$ cat config.mk
export PLATFORM = sky130hd
export DESIGN_NAME = seq_mag_comp
export DESIGN_NICKNAME = d
export VERILOG_FILES = /design/src/rtl/seq_mag_comp_pkg.sv /design/src/rtl/seq_mag_comp_cmp_slice.sv /design/src/rtl/seq_mag_comp.sv
export SDC_FILE = /design/constraint.sdc
export NUM_CORES = 1
export LEC_CHECK = 0
export CAP_MARGIN = 0
export CORE_MARGIN = 3
export CORE_UTILIZATION = 45
export DETAILED_ROUTE_END_ITERATION = 10
export DONT_BUFFER_PORTS = 1
export PLACE_DENSITY = 0.61
export SYNTH_ARGS = -nofsm -noshare
export SYNTH_HDL_FRONTEND = slang
export SYNTH_HIERARCHICAL = 1
export SYNTH_SLANG_ARGS = --single-unit
export TNS_END_PERCENT = 30
$ cat constraint.sdc
create_clock -name clk -period 5.9 [get_ports clk]
set_input_delay 0.59 -clock clk [delete_from_list [all_inputs] [get_ports clk]]
set_output_delay 0.59 -clock clk [all_outputs]
set_load 0.03 [all_outputs]
$ cat src/rtl/seq_mag_comp_pkg.sv
// seq_mag_comp_pkg: FSM encoding and sizing helpers shared by the sequential magnitude comparator.
package seq_mag_comp_pkg;

    typedef enum logic [1:0] {IDLE, RUN, DONE} state_t;

    function automatic int num_slices(input int w, input int s);
        return w / s;
    endfunction

    function automatic int idx_width(input int n);
        return n > 1 ? $clog2(n) : 1;
    endfunction

    function automatic bit slicing_ok(input int w, input int s);
        return s >= 1 && w >= s && (w % s) == 0;
    endfunction

endpackage

$ cat src/rtl/seq_mag_comp_cmp_slice.sv
// seq_mag_comp_cmp_slice: combinational unsigned comparator for one SLICE-bit slice.
module seq_mag_comp_cmp_slice #(
    parameter int SLICE = 2
) (
    input  logic [SLICE-1:0] a_i,
    input  logic [SLICE-1:0] b_i,
    output logic             gt_o,
    output logic             eq_o
);

    assign gt_o = a_i > b_i;
    assign eq_o = a_i == b_i;

endmodule

$ cat src/rtl/seq_mag_comp.sv
// seq_mag_comp: compares two W-bit operands SLICE bits per clock, MSB slice first,
// stopping at the first unequal slice; signed mode flips both sign bits at latch time.
module seq_mag_comp
    import seq_mag_comp_pkg::*;
#(
    parameter int W     = 8,
    parameter int SLICE = 2
) (
    input  logic         clk,
    input  logic         reset,
    input  logic         start,
    input  logic         signed_mode,
    input  logic [W-1:0] a,
    input  logic [W-1:0] b,
    output logic         ready,
    output logic         done_tick,
    output logic         agtb,
    output logic         aeqb,
    output logic         altb
);

    localparam int N  = num_slices(W, SLICE);
    localparam int IW = idx_width(N);
    localparam logic [W-1:0] MSB = W'(1) << (W - 1);

    if (!slicing_ok(W, SLICE)) begin : g_bad_slice
        $error("seq_mag_comp: W must be a positive multiple of SLICE");
    end

    state_t         state_q, state_d;
    logic [W-1:0]   a_q, a_d, b_q, b_d;
    logic [IW-1:0]  idx_q, idx_d;
    logic [2:0]     flags_q, flags_d;
    logic [SLICE-1:0] a_sl, b_sl;
    logic           sl_gt, sl_eq;

    assign a_sl = a_q[idx_q*SLICE +: SLICE];
    assign b_sl = b_q[idx_q*SLICE +: SLICE];

    seq_mag_comp_cmp_slice #(.SLICE(SLICE)) u_cmp_slice (
        .a_i (a_sl),
        .b_i (b_sl),
        .gt_o(sl_gt),
        .eq_o(sl_eq)
    );

    always_comb begin
        state_d = state_q;
        a_d     = a_q;
        b_d     = b_q;
        idx_d   = idx_q;
        flags_d = flags_q;
        unique case (state_q)
            IDLE: if (start) begin
                a_d     = a ^ (signed_mode ? MSB : '0);
                b_d     = b ^ (signed_mode ? MSB : '0);
                idx_d   = IW'(N - 1);
                state_d = RUN;
            end
            RUN: if (!sl_eq || idx_q == '0) begin
                flags_d = {sl_gt, sl_eq, !sl_gt && !sl_eq};
                state_d = DONE;
            end else begin
                idx_d = idx_q - 1'b1;
            end
            default: state_d = IDLE;
        endcase
    end

    always_ff @(posedge clk) begin
        if (reset) begin
            state_q <= IDLE;
            a_q     <= '0;
            b_q     <= '0;
            idx_q   <= '0;
            flags_q <= '0;
        end else begin
            state_q <= state_d;
            a_q     <= a_d;
            b_q     <= b_d;
            idx_q   <= idx_d;
            flags_q <= flags_d;
        end
    end

    assign ready              = state_q == IDLE;
    assign done_tick          = state_q == DONE;
    assign {agtb, aeqb, altb} = flags_q;

endmodule

==> Word level (Yosys, flattened, before mapping) <==
Index checks and enable logic that the tools add are counted.
{ "totals": {"register_bits": 23, "mem_count": 0, "inputBits": 20, "latch_bits": 0, "output_inout_bits": 5, "rom_bits": 0, "mem_bits_rw": 0, "elab_cells": 35} }
{ "classes": {"addsub": 1, "n_bitwise": 2, "n_eq_ne": 6, "mul": 0, "div": 0, "n_mux": 7, "reduce_logical": 11, "n_lt_le_gt_ge": 1, "shift": 2} }
{ "ops": {"columns": ["cell", "count"], "rows": [
  ["$shiftx A8 B4 Y2", 2],
  ["$xor A8 B8 Y8", 2],
  ["$mux W2", 4],
  ["$mux W8", 1],
  ["$pmux W2 S2", 2],
  ["$ne A2 B2 Y1 const B", 3],
  ["$reduce_and A2 Y1", 3],
  ["$logic_not A2 Y1", 2],
  ["$reduce_and A3 Y1", 1],
  ["$eq A2 B1 Y1 const B", 1],
  ["$eq A2 B2 Y1", 1],
  ["$eq A2 B2 Y1 const B", 1],
  ["$gt A2 B2 Y1", 1],
  ["$logic_not A1 Y1", 2],
  ["$reduce_bool A2 Y1", 1],
  ["$sub A2 B1 Y2 const B", 1],
  ["$logic_and A1 B1 Y1", 1],
  ["$logic_or A1 B1 Y1", 1]
]} }

==> Depth between registers and ports, before layout <==
{ "depth": {"ltp_word": 6, "mapped_depth": 8, "mapped_depth_nobuf": 7} }

==> Hierarchy <==
Netlist, hierarchy kept.
{ "by_module_without_submodules": {"columns": ["module", "cells_each", "area_each_um2", "seq_area_each_um2", "n_inst"], "rows": [
  ["seq_mag_comp", 107, 982.2, 460.4, 1],
  ["seq_mag_comp_cmp_slice", 8, 60.1, 0.0, 1]
]} }

==> Worst setup path before layout <==
No wires, ideal clock.
{ "synth_timing": {"kind": "flip-flop to flip-flop", "startpoint": "reg idx_q[0]", "endpoint": "reg idx_q[1]", "setup_ns": 0.086, "arrival_ns": 1.921, "stages_incl_launch_ff": 8, "n_path_buf": 1, "setup_slack_ns": 3.893, "t_required_ns": 5.814, "synth_period_minus_slack_ns": 2.007, "path_cell_list": "dfxtp_1 > buf_2 > mux4_2 > ha_1 > and2_4 > and4bb_1 > nor2_1 > a221oi_2"} }
{ "synth_between": {"elab_chain_len": 6, "elab_cells_between_ends": 11, "classes_between": "1 x add/sub; 2 x eq/ne; 2 x shift; 2 x mux; 4 x reduce/logical"} }
{ "synth_rtl": {"columns": ["element", "line_no", "rtl"], "rows": [
  ["start, declared", "seq_mag_comp.sv:32", "logic [IW-1:0] idx_q, idx_d;"],
  ["start signal, assigned", "seq_mag_comp.sv:81", "idx_q <= idx_d;"],
  ["$shiftx A8 B4 Y2", "seq_mag_comp.sv:37", "assign a_sl = a_q[idx_q*SLICE +: SLICE];"],
  ["named net a_sl[1]", "seq_mag_comp.sv:34", "logic [SLICE-1:0] a_sl, b_sl;"],
  ["$eq A2 B2 Y1", "seq_mag_comp_cmp_slice.sv:12", "assign eq_o = a_i == b_i;"],
  ["named net sl_eq", "seq_mag_comp.sv:35", "logic sl_gt, sl_eq;"],
  ["$logic_not A1 Y1", "seq_mag_comp.sv:60", "RUN: if (!sl_eq || idx_q == '0) begin"],
  ["$logic_or A1 B1 Y1", "seq_mag_comp.sv:60", null],
  ["$ne A2 B2 Y1 (no source line)", null, null],
  ["$reduce_and A3 Y1 (no source line)", null, null]
]} }
The timed path passes the listed nets, and every way through them passes these cells. The select of a mux whose other input is x is not followed.
A chain may end at the register's enable or synchronous reset.

==> Worst setup path after layout <==
Ends and elaborated chain as after synthesis.

==> impl_results.md <==
- Status: complete, no violations
- Setup Skew: 0.00359 ns
- Diode count: 0
- LEAKAGE: 0.391 nW
- Worst path required time: 6.13 ns
- # IOs: 25
- Post-synth cell types: 25
- Clock transition at path regs: 0.12 ns
- Maximum fanout along the worst path: 6
- # clock sinks: 23
- Achievable Freq: 0.458 GHz
- Starting DRT DRC Count: 12
- PortBufs: 0
- Commonest non-fill, non-tap cell in the layout: nand2_1
- Initial Util: 50.1%
- Initial antenna violation count: 0
- Total power: 0.000329 W
- Min-delay src: reset
- Worst Hold Class: primary input to flop
- Post-synth top area cell: dfxtp_1
- Drt pass-1 iters: 4
- Reg2reg start: idx_q[0]$_SDFFE_PP0P_
- Die W: 54.1 µm
- Fin Setup TNS: 0 ns
- Syn Area/Cell: 9.06 µm²
- Synth top area share: 44.2%
- Final min period: 2.18 ns
- Crit path cell chain: mux4_2 > ha_1 > and2_4 > and4bb_1 > nor2_1 > a221oi_2
- Largest net degree at the start of global routing: 24
- Routed WL: 1.85 mm
- Clk root buf: clkbuf_4
- Reg2reg end: idx_q[1]$_SDFFE_PP0P_
- Fin. Hold Viols: 0
- Hold Path Sink: idx_q[1]$_SDFFE_PP0P_
- Area grow syn2layout: 1.92%
- Routed len/inst: 13.2 µm
- Max-slew violations: 0
- Hold Crit Depth: 1
- Die height: 54.1 µm
- MaxCap Viol Count: 0
- # DRC: 0
- Critical setup path kind: flop to flop
- Worst Reg-to-Reg Cells: 6
- Postcts setup bufs: 0
- CTS buffer count: 3
- Vias in the first global route: 759
- ANT nets after route: 0
- Syn Nets: 138
- Worst Max-Slew Pin Slew: 0.707 ns
- #FFs+latches synth: 23
- Most frequent cells in the layout: 28 x nand2_1, 23 x dfxtp_1, 18 x a21oi_1, 6 x nor2_1, 5 x inv_1
- Resized Gates After CTS: 0
- Post-synthesis sequential area ratio: 44.2%
- Final Setup Violations: 0
- Grt ovf: 0
- VDD IR max: 0.000123 V
- Clock buffer depth: 2
- Critical Path Start Type: flop
- RSZ-0062 raised after global routing: false
- H-tree depth: 1
- Post-Syn Area: 0.00104 mm²
- Yosys warns: 6
- Share of layout cells above drive strength 1: 9.73%
- FP Rows: 16
- Drt via density: 5.26
- Worst EP arrival: 2.41 ns
- Final worst path period share: 37.0%
- Synth area leaders: dfxtp_1 44%, nand2_1 10%, a21oi_1 8.6%
- Endpoint class of the critical path: flop
- First-pass GRT wire length: 3.28 mm
- Die ar.: 0.00293 mm²
- Core area: 0.00208 mm²
- DP HPWL: 1.40 mm
- Layout Nets: 137
- Slew headroom: 52.8%
- Slowest cell on crit path: mux4_2
- Routability-driven placement congestion ratio: 0.710
- GRT Util Overall: 15.3%
- Post-Syn Instances: 115
- Clock latency on the worst-skew pair: 0.30 ns
- Vias: 736
- R2R setup slack: 3.72 ns
- CTS tree: done
- # hold bufs at CTS: 0
- CP max stage delay: 0.55 ns
- PD cells: 310 mW/mm²
[where the power goes]
part | total [W] | internal [W] | switching (W)
Clock | 0.0000707 | 0.0000263 | 0.0000443
Sequential | 0.000187 | 0.000170 | 0.0000171
Combinational | 0.0000712 | 0.0000340 | 0.0000372
Total | 0.000329 | 0.000230 | 0.0000986
[flip-flops by register name (all words and copies together), names as in the netlist]
signal,count
state_q,2
a_q,8
idx_q,2
flags_q,3
b_q,8
[how the worst max path moves through the flow]
stage,startpoint,to,slack (ns)
CTS,idx_q[0]$_SDFFE_PP0P_,idx_q[1]$_SDFFE_PP0P_,3.70
global route,idx_q[0]$_SDFFE_PP0P_,idx_q[1]$_SDFFE_PP0P_,3.54
floorplan,idx_q[0]$_SDFFE_PP0P_,idx_q[1]$_SDFFE_PP0P_,3.89
detailed placement,idx_q[0]$_SDFFE_PP0P_,idx_q[1]$_SDFFE_PP0P_,3.73
finish,idx_q[0]$_SDFFE_PP0P_,idx_q[1]$_SDFFE_PP0P_,3.72
global placement,idx_q[0]$_SDFFE_PP0P_,idx_q[1]$_SDFFE_PP0P_,3.78
[critical path, delay by kind of cell (launching register included)]
kind	cells	cell delay (ns)
simple gates	3	0.51
compound gates	1	0.23
mux	1	0.55
flops	1	0.51
fa+ha+maj	1	0.31
[through the flow]
step / cells / worst slack (ns) / hold WS (ns) / util [%] / instance area, µm²
6_report: 140 / 3.72 / 0.339 / 51.0 / 1060
5_1_grt: 140 / 3.54 / 0.305 / 51.0 / 1060
4_1_cts: 140 / 3.70 / 0.323 / 51.0 / 1060
3_5_place_dp: 136 / 3.73 / 0.441 / 49.8 / 1040
3_3_place_gp: 136 / 3.78 / 0.437 / 49.8 / 1040
2_1_floorplan: 115 / 3.89 / 0.433 / - / 1040
[layout make-up]
| type | instances | area, µm² |
|---|---|---|
| tap | 27 | 33.8 |
| clock buffer | 4 | 26.3 |
| multi-input combinational | 81 | 523 |
| fill | 217 | 1020 |
| inverter | 5 | 18.8 |
| sequential | 23 | 460 |
[Yosys cell counts]
| library cell | count |
|---|---|
| a211oi_1 | 2 |
| a21o_1 | 1 |
| a21oi_1 | 18 |
| a21oi_2 | 1 |
| a221oi_2 | 1 |
| and2_4 | 1 |
| and4bb_1 | 1 |
| buf_2 | 2 |
| buf_6 | 2 |
| clkbuf_1 | 2 |
| dfxtp_1 | 23 |
| ha_1 | 3 |
| inv_1 | 5 |
| mux4_2 | 4 |
| nand2_1 | 28 |
| nand2b_1 | 2 |
| nand3b_1 | 1 |
| nor2_1 | 6 |
| nor2b_1 | 3 |
| nor3_1 | 2 |
| nor3b_4 | 1 |
| o21ai_0 | 2 |
| or3_1 | 1 |
| or3b_1 | 1 |
| xnor2_1 | 2 |
[per-layer routing]
| layer | vias up | wire length [µm] | GRT usage (%) |
|---|---|---|---|
| li1 | 384 | - | - |
| met1 | 330 | 862 | 19.5 |
| met2 | 18 | 881 | 25.5 |
| met3 | 4 | 77 | 2.49 |
| met4 | 0 | 26 | 6.22 |
| met5 | - | 0 | 0 |
[logic make-up after synthesis]
group / after synthesis / synth area share, %
simple gates: 47 / 22.2
compound gates: 25 / 14.0
flops: 23 / 44.2
buf+inv: 11 / 5.64
mux: 4 / 8.64
fa+ha+maj: 3 / 3.60
xor+xnor: 2 / 1.68
Power figures use the tool's default switching activity.
